`src/rtl/pipe_ctrl_pkg.sv`:
```
// ---------------------------------------------------------------------------
// pipe_ctrl_pkg
// Shared definitions for the pipeline stall/flush sequencer.
//   ADDR_W         : width of every redirect address bus
//   STALL_W        : width of the stall vector (PC, IF, IFID, IDROB, ROB)
//   STALL_PC..ROB  : bit index of each stage inside the stall vector
//   DRAIN_W        : width of the post-flush drain counter (holds 1..7)
//   pctrl_state_e  : sequencer states, 2-bit encoding
//   stall_vec()    : turns per-stage stall requests into a thermometer vector
// ---------------------------------------------------------------------------
package pipe_ctrl_pkg;

    localparam int ADDR_W  = 32;
    localparam int STALL_W = 5;
    localparam int DRAIN_W = 3;

    localparam int STALL_PC    = 0;
    localparam int STALL_IF    = 1;
    localparam int STALL_IFID  = 2;
    localparam int STALL_IDROB = 3;
    localparam int STALL_ROB   = 4;

    typedef enum logic [1:0] {
        PCTRL_IDLE  = 2'd0,
        PCTRL_FLUSH = 2'd1,
        PCTRL_DRAIN = 2'd2
    } pctrl_state_e;

    // A stage that stalls must also hold every stage upstream of it, so the
    // result is always a run of ones starting at the PC bit.
    function automatic logic [STALL_W-1:0] stall_vec(input logic req_if,
                                                     input logic req_id,
                                                     input logic req_rob);
        logic [STALL_W-1:0] v;
        v              = '0;
        v[STALL_ROB]   = req_rob;
        v[STALL_IDROB] = req_rob | req_id;
        v[STALL_IFID]  = req_rob | req_id;
        v[STALL_IF]    = req_rob | req_id | req_if;
        v[STALL_PC]    = req_rob | req_id | req_if;
        return v;
    endfunction

endpackage

```
`src/rtl/pipe_ctrl_redirect_arbiter.sv`:
```
// ---------------------------------------------------------------------------
// redirect_arbiter
// Combinational priority mux over the three redirect sources.
// Priority: exception > ERET > branch mispredict; losers are dropped.
//   exc_req / exc_handler_pc   : commit-time exception and its vector
//   eret_req / epc             : ERET and its return address
//   mispredict / mispredict_pc : branch redirect (already gated by caller)
//   req_valid / req_pc         : winning request and its target
// ---------------------------------------------------------------------------
module redirect_arbiter
    import pipe_ctrl_pkg::*;
(
    input  logic              exc_req,
    input  logic [ADDR_W-1:0] exc_handler_pc,
    input  logic              eret_req,
    input  logic [ADDR_W-1:0] epc,
    input  logic              mispredict,
    input  logic [ADDR_W-1:0] mispredict_pc,
    output logic              req_valid,
    output logic [ADDR_W-1:0] req_pc
);

    // Fixed priority select of the redirect target.
    always_comb begin
        req_valid = 1'b0;
        req_pc    = '0;
        if (exc_req) begin
            req_valid = 1'b1;
            req_pc    = exc_handler_pc;
        end else if (eret_req) begin
            req_valid = 1'b1;
            req_pc    = epc;
        end else if (mispredict) begin
            req_valid = 1'b1;
            req_pc    = mispredict_pc;
        end
    end

endmodule

```
`src/rtl/pipe_ctrl.sv`:
```
// ---------------------------------------------------------------------------
// pipe_ctrl
// Central stall/flush sequencer for PC, IF, IFID, IDROB and ROB.
//   clk, rst        : clock, synchronous active-low reset
//   stall_req_*     : per-stage stall requests (IF, ID, ROB)
//   mispredict(_pc) : branch redirect request and target
//   exc_req, exc_handler_pc, eret_req, epc : commit-time redirects
//   stall[4:0]      : PC, IF, IFID, IDROB, ROB stall enables
//   flush, flush_pc : one-cycle kill pulse with its redirect target
//   busy            : high while flushing or draining
// Optional build macro PIPE_CTRL_PERF_CNT_EN adds saturating counters
//   flush_count (FLUSH cycles) and stall_cycles (cycles with stall[3]=1).
// ---------------------------------------------------------------------------
module pipe_ctrl
    import pipe_ctrl_pkg::*;
#(
    parameter int DRAIN_CYCLES = 2
`ifdef PIPE_CTRL_PERF_CNT_EN
    ,parameter int CNT_WIDTH = 32
`endif
) (
    input  logic               clk,
    input  logic               rst,
    input  logic               stall_req_if,
    input  logic               stall_req_id,
    input  logic               stall_req_rob,
    input  logic               mispredict,
    input  logic [ADDR_W-1:0]  mispredict_pc,
    input  logic               exc_req,
    input  logic [ADDR_W-1:0]  exc_handler_pc,
    input  logic               eret_req,
    input  logic [ADDR_W-1:0]  epc,
    output logic [STALL_W-1:0] stall,
    output logic               flush,
    output logic [ADDR_W-1:0]  flush_pc,
    output logic               busy
`ifdef PIPE_CTRL_PERF_CNT_EN
    ,output logic [CNT_WIDTH-1:0] flush_count,
    output logic [CNT_WIDTH-1:0] stall_cycles
`endif
);

    localparam logic [DRAIN_W-1:0] DRAIN_LOAD = DRAIN_W'(DRAIN_CYCLES);
    localparam logic [DRAIN_W-1:0] DRAIN_LAST = DRAIN_W'(1);

    pctrl_state_e      state_q;
    logic              flush_q;
    logic              busy_q;
    logic [ADDR_W-1:0] flush_pc_q;
    logic [DRAIN_W-1:0] drain_q;

    logic              mispredict_en;
    logic              req_valid;
    logic [ADDR_W-1:0] req_pc;

    // A mispredict seen while flushing or draining belongs to an instruction
    // that the flush has already killed, so only IDLE lets it through.
    assign mispredict_en = mispredict && (state_q == PCTRL_IDLE);

    redirect_arbiter u_arb (
        .exc_req        (exc_req),
        .exc_handler_pc (exc_handler_pc),
        .eret_req       (eret_req),
        .epc            (epc),
        .mispredict     (mispredict_en),
        .mispredict_pc  (mispredict_pc),
        .req_valid      (req_valid),
        .req_pc         (req_pc)
    );

    // Stall vector follows the requests directly, but a flushing pipeline
    // must not hold stale contents, and nothing stalls while in reset.
    always_comb begin
        stall = stall_vec(stall_req_if, stall_req_id, stall_req_rob);
        if (!rst || flush_q) begin
            stall = '0;
        end
    end

    // Sequencer: any accepted redirect produces a one-cycle flush, then a
    // drain window of DRAIN_CYCLES cycles. Outputs are registered alongside
    // the state so they line up with it exactly.
    always_ff @(posedge clk) begin
        if (!rst) begin
            state_q    <= PCTRL_IDLE;
            flush_q    <= 1'b0;
            busy_q     <= 1'b0;
            flush_pc_q <= '0;
            drain_q    <= '0;
        end else begin
            flush_q <= 1'b0;
            if (req_valid) begin
                // Any winning request, from any state, restarts the flush.
                state_q    <= PCTRL_FLUSH;
                flush_q    <= 1'b1;
                busy_q     <= 1'b1;
                flush_pc_q <= req_pc;
                if (state_q == PCTRL_FLUSH) begin
                    drain_q <= DRAIN_LOAD;
                end
            end else begin
                case (state_q)
                    PCTRL_IDLE: begin
                        busy_q <= 1'b0;
                    end
                    PCTRL_FLUSH: begin
                        state_q <= PCTRL_DRAIN;
                        busy_q  <= 1'b1;
                        drain_q <= DRAIN_LOAD;
                    end
                    PCTRL_DRAIN: begin
                        if (drain_q == DRAIN_LAST) begin
                            state_q <= PCTRL_IDLE;
                            busy_q  <= 1'b0;
                        end
                        drain_q <= drain_q - DRAIN_LAST;
                    end
                    default: begin
                        state_q <= PCTRL_IDLE;
                        busy_q  <= 1'b0;
                    end
                endcase
            end
        end
    end

    assign flush    = flush_q;
    assign flush_pc = flush_pc_q;
    assign busy     = busy_q;

`ifdef PIPE_CTRL_PERF_CNT_EN
    localparam logic [CNT_WIDTH-1:0] CNT_ONE = CNT_WIDTH'(1);

    logic [CNT_WIDTH-1:0] flush_count_q;
    logic [CNT_WIDTH-1:0] stall_cycles_q;

    // Saturating event counters; they stick at all-ones instead of wrapping.
    always_ff @(posedge clk) begin
        if (!rst) begin
            flush_count_q  <= '0;
            stall_cycles_q <= '0;
        end else begin
            if (flush_q && !(&flush_count_q)) begin
                flush_count_q <= flush_count_q + CNT_ONE;
            end
            if (stall[STALL_IDROB] && !(&stall_cycles_q)) begin
                stall_cycles_q <= stall_cycles_q + CNT_ONE;
            end
        end
    end

    assign flush_count  = flush_count_q;
    assign stall_cycles = stall_cycles_q;
`endif

endmodule

```
`config.mk`:
```
export PLATFORM = sky130hd
export DESIGN_NAME = pipe_ctrl
export DESIGN_NICKNAME = d
export VERILOG_FILES = /design/src/rtl/pipe_ctrl_pkg.sv /design/src/rtl/pipe_ctrl_redirect_arbiter.sv /design/src/rtl/pipe_ctrl.sv
export SDC_FILE = /design/constraint.sdc
export NUM_CORES = 1
export LEC_CHECK = 0
export BUFFER_PORTS_ARGS = -buffer_cell sky130_fd_sc_hd__buf_2
export CORE_MARGIN = 5
export CORE_UTILIZATION = 45
export DETAILED_ROUTE_END_ITERATION = 10
export HOLD_SLACK_MARGIN = 0.05
export PLACE_DENSITY = 0.81
export SLEW_MARGIN = 10
export SYNTH_ARGS = -nofsm -noshare
export SYNTH_HDL_FRONTEND = slang
export SYNTH_HIERARCHICAL = 1
export SYNTH_SLANG_ARGS = --single-unit
```
`constraint.sdc`:
```
create_clock -name clk -period 2.8 [get_ports clk]
set_input_delay 0.56 -clock clk [delete_from_list [all_inputs] [get_ports clk]]
set_output_delay 0.56 -clock clk [all_outputs]
set_load 0.005 [all_outputs]
```
==> summary.md, run 1 <==
| Metric | Value |
|---|---|
| Die Width | 85.4 um |
| Largest net degree at the start of global routing | 65 |
| Vias | around 2500 |
| Placed Cells | 494 |
| All-layer global routing usage | 0.176 |
| Hold Crit Class | register to register |
| Post-DP HPWL | 5.00 mm |
| Vias per inst | around 5 |
| Finished Layout Cells | approximately 500 |
| Critical-path maximum fanout | 15 |
| Pre-CTS setup slack | 0.640 ns |
| Top cell type by total area after synthesis | dfxtp_1 |
| Worst-Margin Slew | approximately 0.55 ns |
| #FFs+latches synth | 39 |
| Crit end category | register |
| Fin area | 3310 sq um |
| Core ar. | 5510 sq um |
| H-tree Lvls | 2 |
| Cell Area, Synth | 2560 sq um |
| Most used routing layer | met2 |
| Fin. max-slew vios | 0 |
| Pwr dens | 438 nW/um^2 |
| Synth unique cells | 27 |
| Vias in the first global route | between 2000 and 2500 |
| Antenna viol nets, final | 0 |
| Final hold vios | 0 |
| GR Util met3 | 0.0427 |
| M1 GR Usage | 0.223 |
| Most frequent cells in the layout | 142 x buf_2, 67 x nor2b_1, 65 x a21oi_1 |
| Top post-synthesis cells by area | dfxtp_1 30%, nor2b_1 16%, mux2i_1 13% |
| Initial antenna violation count | 0 |
| Delay-heaviest family, CP | simple AND/OR/NAND/NOR gates |
| Outcome | finished clean |
| Clk Latency, worst-skew pair | ~0.28 ns |
| Hold buffer count at cts | 0 |
| Fin worst setup slack | 0.690 ns |
| Commonest non-fill, non-tap cell in the layout | buf_2 |
| Critical Path AT | 2.28 ns |
| Post_cts resized | 0 |
| Die area | 7300 sq um |
| Io pins | 143 |
| Setup TNS | 0 ns |
| Syn nets | 411 |
| CP startpoint kind | register |
| Kind of critical path | register to register |
| RePlAce Congestion | 0.826 |
| Nets | roughly 540 |
| Synth top area share | 0.305 |
| Wire per inst | about 13 um |
| Ys Warns | 6 |
| Layout cell share with drive strength beyond 1 | 0.367 |
| Clock Skews | 0.00638 ns |
| Routed WL | 6.68 mm |
| CTS Buf Count | 5 |
| Post-CTS setup buffer count | 0 |
| CTS tree | yes |
| # port buffers | 142 |
| Minimum clock period | 2.11 ns |
| RSZ-0062 raised after global routing | no |
| Cells after synthesis | 302 |
| Drt first pass iters | 4 |
| GRT overflow | 0 |
| Cell at the slowest stage of the critical path | or3_2 |
| Area Growth Syn to Fin | 29.2% |
| Cell Rows | 27 |
| LEAKAGE | approximately 1.7 nW |
| Worst Path Buf+Inv | 2 |
| Global routing usage on met2 | 0.305 |
| Root Buffer | clkbuf_8 |
| Final worst path period share | 0.754 |
| Post-DP Area | roughly 3200 sq um |
| Max Fclk | between 400 and 500 MHz |
| Clk pin slew, worst setup/hold paths | 0.08 ns |
| Number of fill cells | 496 |
| Worst rel slew slack | 0.636 |
| Mean Syn Cell Area | 8.48 sq um |
| Register area share after synthesis | 0.305 |
| CP max stage delay | 0.65 ns |
| Bufs on Longest Clock Path | 2 |
| CTS sink cnt | 39 |
| Peak VDD IR | 0.253 mV |
| Starting DRT DRC Count | 41 |
| Die Y | about 85 um |
| CP Cell Sequence | inv_1 -> ha_1 -> and2_1 -> or3_2 -> buf_4 -> mux2i_1 -> nor2b_1 |
| Starting Density | 0.465 |
| Final setup violation count | 0 |
| Max-Cap Viols | 0 |
| First-pass GRT wire length | around 11 mm |
| Tot Pwr | about 1.4 mW |
| Drt drc | 0 |
| Ant. Diodes | 0 |
| Worst Path Required | 2.97 ns |
## worst min-delay path, cell delays in order (launching register included)
cell and delay (ns):
dfxtp_1 0.33, nand2_1 0.06, o21bai_1 0.05
## power breakdown
part           internal (mW)  total [mW]  leakage, nW  switching (mW)
registers              0.598       0.619        0.324          0.0204
logic                  0.187       0.356         1.30           0.169
clock network          0.288       0.475       0.0612           0.187
total                   1.07        1.45         1.69           0.376
## final timing paths
check	startpoint	end	slack [ns]	cells past startpoint
max reg2reg	state_q[0]	flush_pc[14]	0.69	7
min	state_q[0]	state_q[0]	0.48	2
min reg2reg	state_q[0]	state_q[0]	0.48	2
max	state_q[0]	flush_pc[14]	0.69	7
## per-stage QoR
stage | utilization | hold WS, ns
detailed placement | 0.579 | 0.477
CTS | 0.601 | 0.487
global route | 0.601 | 0.520
finish | 0.601 | 0.484
floorplan | - | 0.449
global placement | 0.579 | 0.461
## cells by family (layout without fill, tap and decap cells)
logic type,after synthesis,after routing,share of synthesized area
AND/OR/NAND/NOR,119,119,0.296
flip-flops,39,39,0.305
multiplexers,34,34,0.133
buffers and inverters,33,161,0.0919
AO/OA/AOI/OAI,72,72,0.150
adder cells (fa/ha/maj),5,5,0.0244
## sequential cells by signal, indices dropped and copies added, names as in the netlist
signal and cells:
busy 1, drain_q 3, flush 1, flush_pc 32, state_q 2
## cell type report
class / count / area [sq um] / area share
Clock buffer: 6 / 82.6 / 0.0250
Tap cell: 72 / 90.1 / 0.0272
Clock inverter: 2 / 35.0 / 0.0106
Multi-Input combinational cell: 230 / 1550 / 0.467
Inverter: 5 / 18.8 / 0.00567
Sequential cell: 39 / 781 / 0.236
Timing Repair Buffer: 148 / 756 / 0.228
## routing by layer
metal  vias to the layer above  wire [um]
met1                      1110       2970
met2                        91       3120
li1                       1282          -
met3                         2        570
met4                         0         17
met5                         -          0
## cell usage after synthesis
library cell  instances
o211a_1               1
buf_6                 9
nor2b_1              67
nand3_1               1
and3_1                1
buf_4                10
inv_1                 5
dfxtp_1              39
nand2b_1              3
mux2i_1              34
o21a_1                1
a21oi_2               1
o21bai_1              1
nand2_1               6
ha_1                  5
clkbuf_1              4
clkbuf_2              1
or3_1                 1
and2_1                3
nand3b_1             32
o311a_1               1
a211o_1               1
nor3_1                1
a21oi_1              65
o22ai_1               1
nor2_1                4
buf_2                 4
(Power assumes the default switching activity.)
==> inputs of run 2 (changes only) <==
==> constraint.sdc (replaced) <==
create_clock -name clk -period 2 [get_ports clk]
set_input_delay 0.4 -clock clk [delete_from_list [all_inputs] [get_ports clk]]
set_output_delay 0.4 -clock clk [all_outputs]
set_load 0.005 [all_outputs]
==> run 2 against run 1 <==
Against the previous run: final cell count grew 0.20%; design area decreased by 0.42%; clock-buffer cell count shrank 1; largest cell class unchanged; non-clock buffer count increased by 1; hold slack gained 0.012 ns; utilization down 0.25 points; maximum frequency grew 18%; clock power is 9.9% higher; highest routed layer unchanged; sequential share of layout area is 0.099 points higher.
==> summary.md, run 2 (synthesis gave the netlist of run 1 again) <==
| Metric | Value |
|---|---|
| Post-DP HPWL | 5.15 mm (+3.0%) |
| Setup TNS | 0 ns (unchanged) |
| Die Y | 85.4 um (unchanged) |
| Routed WL | 6.78 mm (+1.6%) |
| Worst Path Required | 2.18 ns (-0.79 ns) |
| CTS Buf Count | 5 (unchanged) |
| Drt first pass iters | 4 (unchanged) |
| Vias in the first global route | 2363 (+1.2%) |
| Root Buffer | clkbuf_8 |
| Antenna viol nets, final | 0 (unchanged) |
| First-pass GRT wire length | 10.9 mm (+1.4%) |
| Fin area | 3290 sq um (-0.42%) |
| LEAKAGE | 1.67 nW (-0.83%) |
| Peak VDD IR | 0.307 mV (+21%) |
| Wire per inst | 13.5 um (+1.4%) |
| Cell Rows | 27 (unchanged) |
| Critical-path maximum fanout | 19 (+4) |
| Tot Pwr | 1.89 mW (+30%) |
| Post-DP Area | 3200 sq um (+0.24%) |
| Outcome | finished clean |
| Max FFs per register | 32 (unchanged) |
| Vias | 2496 (+0.44%) |
| Commonest non-fill, non-tap cell in the layout | buf_2 |
| GR Util met3 | 0.0583 (+0.0155) |
| Pre-CTS setup slack | -0.00844 ns (-0.649 ns) |
| Hold Crit Class | primary input to register |
| Initial antenna violation count | 0 (unchanged) |
| # port buffers | 142 (unchanged) |
| M1 GR Usage | 0.206 (-0.0166) |
| Pwr dens | 574 nW/um^2 (+31%) |
| RePlAce Congestion | 0.845 (+2.3%) |
| Crit end category | register |
| CP startpoint kind | register |
| Most frequent cells in the layout | 142 x buf_2, 67 x nor2b_1, 65 x a21oi_1 |
| CTS sink cnt | 39 (unchanged) |
| Max Fclk | 560 MHz (+18%) |
| Die area | 7300 sq um (unchanged) |
| Global routing usage on met2 | 0.317 (+0.0120) |
| Finished Layout Cells | 503 (+0.20%) |
| Final setup violation count | 0 (unchanged) |
| RSZ-0062 raised after global routing | no |
| Largest net degree at the start of global routing | 65 (unchanged) |
| H-tree Lvls | 2 (unchanged) |
| Fin worst setup slack | 0.215 ns (-0.475 ns) |
| Final hold vios | 0 (unchanged) |
| Fin. max-slew vios | 0 (unchanged) |
| Final worst path period share | 0.892 (+0.139) |
| Bufs on Longest Clock Path | 2 (unchanged) |
| Die Width | 85.4 um (unchanged) |
| Minimum clock period | 1.78 ns (-0.325 ns) |
| Clock Skews | 0.00605 ns (-0.000333 ns) |
| Kind of critical path | register to register |
| Hold buffer count at cts | 0 (unchanged) |
| Layout cell share with drive strength beyond 1 | 0.369 (+0.00147) |
| Finished Core Util | 0.598 (-0.00250) |
| All-layer global routing usage | 0.178 (+0.00191) |
| Worst rel slew slack | 0.637 (about the same) |
| Worst-Margin Slew | 0.545 ns (-0.000954 ns) |
| Clk Latency, worst-skew pair | 0.29 ns (about the same) |
| Max-Cap Viols | 0 (unchanged) |
| Critical Path AT | 1.96 ns (-0.32 ns) |
| Core ar. | 5510 sq um (unchanged) |
| Post-CTS setup buffer count | 0 (unchanged) |
| Starting Density | 0.465 (unchanged) |
| Area Growth Syn to Fin | 28.7% |
| Io pins | 143 (unchanged) |
| Nets | 539 (+0.19%) |
| CTS tree | yes |
| Ant. Diodes | 0 (unchanged) |
| Vias per inst | 4.96 (+0.24%) |
| Clk pin slew, worst setup/hold paths | 0.08 ns (about the same) |
| Most used routing layer | met2 |
| Post_cts resized | 1 (+1) |
| GRT overflow | 0 (unchanged) |
| Starting DRT DRC Count | 136 (+230%) |
| Drt drc | 0 (unchanged) |
| Placed Cells | 495 (+0.20%) |
| Worst hold slack | 0.496 ns (+0.0120 ns) |
## run 2: changes by cell type in the layout (fill, tap and decap cells not counted)
cell / before / now
buf_6: 0 / 1
bufinv_16: 1 / 0
clkbuf_8: 6 / 5
clkinvlp_4: 0 / 2
or3_2: 1 / 0
or3_4: 0 / 1
## run 2: critical path, cell delays in order, from the launching register on
cell and delay (ns):
dfxtp_1 0.36, inv_1 0.07, ha_1 0.21, and2_1 0.15
or3_4 0.44, buf_6 0.21, mux2i_1 0.18, nor2b_1 0.06
## run 2: report_power, final
| group | internal, mW | total [mW] | switching [mW] | leakage [nW] |
|---|---|---|---|---|
| combinational | 0.265 | 0.503 | 0.237 | 1.31 |
| sequential | 0.838 | 0.867 | 0.0294 | 0.324 |
| clock | 0.243 | 0.522 | 0.279 | 0.0402 |
## run 2: routing by layer
metal	share of wire	wire, um
met5	0	0
met2	0.48	3240
met1	0.42	2860
met3	0.093	628
met4	0.0078	53
## run 2: final timing paths
check                   from            to  slack (ns)  cells after the start
setup / recovery  state_q[0]  flush_pc[10]        0.22                      7
hold / removal           rst  flush_pc[27]        0.50                      2
setup reg to reg  state_q[0]  flush_pc[10]        0.22                      7
hold reg to reg   state_q[1]    state_q[1]        0.50                      2
## run 2: cell type report
type / count / area, sq um
repair buffers: 149 / 767
inverters: 5 / 18.8
flip-flops and latches: 39 / 781
clock inverters: 3 / 20.0
multi-input cells: 230 / 1550
clock buffers: 5 / 68.8
well taps: 72 / 90.1
fillers: 504 / 2210
==> inputs of run 3 (changes only) <==
--- a/config.mk
+++ b/config.mk
@@ -6,7 +6,7 @@
 export NUM_CORES = 1
 export LEC_CHECK = 0
 export BUFFER_PORTS_ARGS = -buffer_cell sky130_fd_sc_hd__buf_2
-export CORE_MARGIN = 5
+export CORE_MARGIN = 2
 export CORE_UTILIZATION = 45
 export DETAILED_ROUTE_END_ITERATION = 10
 export HOLD_SLACK_MARGIN = 0.05
==> run 3 against run 2 <==
Against the previous run: clock-buffer cell count is 2 higher; largest power group unchanged; largest cell class unchanged; combinational power hardly changed; clock skew is 0.0038 ns lower; total power is 1.4% lower; critical endpoint is now flush_pc[25]; sequential share of layout area hardly changed; first-iteration DRC count is 29% lower; highest routed layer unchanged; utilization is 0.068 points lower; flip-flop and latch count stayed put; worst setup slack worse by 0.0071 ns; wire length is 4.8% lower; global-route usage is 2.4 points higher; final cell count stayed put; critical path type unchanged.
==> summary.md, run 3 (synthesis gave the netlist of run 1 again) <==
| Metric | Value |
|---|---|
| Fin. max-slew vios | 0 (unchanged) |
| CTS sink cnt | 39 (unchanged) |
| Pwr dens | 566 nW/um^2 (-1.3%) |
| Clk pin slew, worst setup/hold paths | 0.07 ns (about the same) |
| Combinational power share | 0.271 (+0.005) |
| RePlAce Congestion | 0.808 (-4.3%) |
| Worst Setup SP | state_q[0] |
| Ant. Diodes | 0 (unchanged) |
| Clk Latency, worst-skew pair | 0.28 ns (about the same) |
| Minimum clock period | 1.79 ns (+0.00708 ns) |
| Max FFs per register | 32 (unchanged) |
| Placed Cells | 495 (unchanged) |
| GRT overflow | 0 (unchanged) |
| All-layer global routing usage | 0.202 (+0.0239) |
| Area Growth Syn to Fin | 28.5% |
| Pre-CTS setup slack | -0.00361 ns (+0.00483 ns) |
| CP startpoint kind | register |
| Kind of critical path | register to register |
| Clock Skews | 0.00227 ns (-0.00377 ns) |
| Final setup violation count | 0 (unchanged) |
| Wire per inst | 12.8 um (-4.8%) |
| Die Y | 79.4 um (-7.0%) |
| Outcome | finished clean |
| Root Buffer | clkbuf_8 |
| Antenna viol nets, final | 0 (unchanged) |
| Starting DRT DRC Count | 97 (-29%) |
| First-pass GRT wire length | 10.1 mm (-7.8%) |
| Vias in the first global route | 2261 (-4.3%) |
| Cell Rows | 27 (unchanged) |
| Max Fclk | 558 MHz (-0.39%) |
| Critical Path AT | 1.97 ns (about the same) |
| Post-CTS setup buffer count | 0 (unchanged) |
| Die Width | 79.4 um (-7.0%) |
| Crit end category | register |
| Final hold vios | 0 (unchanged) |
| Nets | 539 (unchanged) |
| Post-DP HPWL | 4.75 mm (-7.7%) |
| Switching Fraction | 0.277 (-0.0120) |
| Hold Crit Class | register to register |
| Io pins | 143 (unchanged) |
| Die area | 6310 sq um (-14%) |
| Final worst path period share | 0.896 (+0.00354) |
| Drt drc | 0 (unchanged) |
| Peak VDD IR | 0.302 mV (-1.7%) |
| Min-delay src | state_q[1] |
| R2r startpoint | state_q[0] |
| Finished Layout Cells | 503 (unchanged) |
| Part of the power in the clock network | 0.264 (-0.012) |
| LEAKAGE | 1.68 nW (+0.24%) |
| H-tree Lvls | 2 (unchanged) |
| Vias | 2527 (+1.2%) |
| Most frequent cells in the layout | 142 x buf_2, 67 x nor2b_1, 65 x a21oi_1 |
| Switching power total | 516 uW (-5.5%) |
| Drt first pass iters | 4 (unchanged) |
| CTS tree | yes |
| Critical-path maximum fanout | 12 (-7) |
| Fin worst setup slack | 0.208 ns (-0.00708 ns) |
| # port buffers | 142 (unchanged) |
| Int Power | 1.35 mW (+0.21%) |
| Max-Cap Viols | 0 (unchanged) |
| Worst Path Required | 2.18 ns (about the same) |
| Starting Density | 0.465 (unchanged) |
| RSZ-0062 raised after global routing | no |
| Tot Pwr | 1.86 mW (-1.4%) |
| Vias per inst | 5.02 (+1.2%) |
| Worst-Margin Slew | 0.560 ns (+0.0150 ns) |
| Layout cell share with drive strength beyond 1 | 0.364 (-0.00464) |
| CTS Buf Count | 5 (unchanged) |
| Worst rel slew slack | 0.627 (-0.0100) |
| Commonest non-fill, non-tap cell in the layout | buf_2 |
| Reg power frac | 0.466 (+0.008) |
| Routed WL | 6.46 mm (-4.8%) |
| Initial antenna violation count | 0 (unchanged) |
| Bufs on Longest Clock Path | 2 (unchanged) |
| Core ar. | 5510 sq um (unchanged) |
| Largest net degree at the start of global routing | 65 (unchanged) |
==> run 3: worst max-delay path, stage by stage (launching register included) <==
cell,delay (ns)
dfxtp_1,0.35
inv_1,0.07
ha_1,0.21
and2_1,0.15
or3_4,0.44
buf_4,0.23
mux2i_1,0.17
nor2b_1,0.06
==> run 3: timing repair <==
item                                    4_1_cts  5_1_grt
pin swaps                                     0        0
resized for setup                             1        2
hold buffers                                  0        0
endpoints found under the setup margin        1       25
==> run 3: per-layer routing <==
metal	GRT usage	routed length [um]
met5	0	0
met3	0.0600	503
met2	0.358	3110
met4	0.0621	75
met1	0.232	2770
==> run 3: final cells by class <==
type,instances,area (sq um)
clock buffer,7,76.3
inverter,5,18.8
clock inverter,1,5.00
sequential,39,781
fill,510,2220
tap,72,90.1
timing repair buffer,149,771
multi-input combinational,230,1550
==> run 3: metrics by stage <==
step / TNS, ns / utilization / cell area (sq um) / hold slack (ns)
6_report: 0 / 0.598 / 3290 / 0.478
3_5_place_dp: -0.00361 / 0.581 / 3200 / 0.471
3_3_place_gp: 0 / 0.581 / 3200 / 0.466
5_1_grt: 0 / 0.598 / 3290 / 0.501
2_1_floorplan: 0 / - / 2560 / 0.449
4_1_cts: 0 / 0.596 / 3280 / 0.482
==> run 3: power by group through the flow <==
| stage | clock (mW) | sequential [mW] | combinational (mW) |
|---|---|---|---|
| after floorplan | 0 | 0.889 | 0.309 |
| after global placement | 0 | 0.883 | 0.487 |
| after detailed placement | 0 | 0.885 | 0.502 |
| after CTS | 0.513 | 0.868 | 0.504 |
| after global routing | 0.552 | 0.875 | 0.562 |
| final | 0.491 | 0.868 | 0.504 |
==> run 3: final timing paths <==
path	cells after the start	end	slack (ns)
setup / recovery	7	flush_pc[25]	0.21
hold / removal	2	state_q[1]	0.48
setup reg to reg	7	flush_pc[25]	0.21
hold reg to reg	2	state_q[1]	0.48
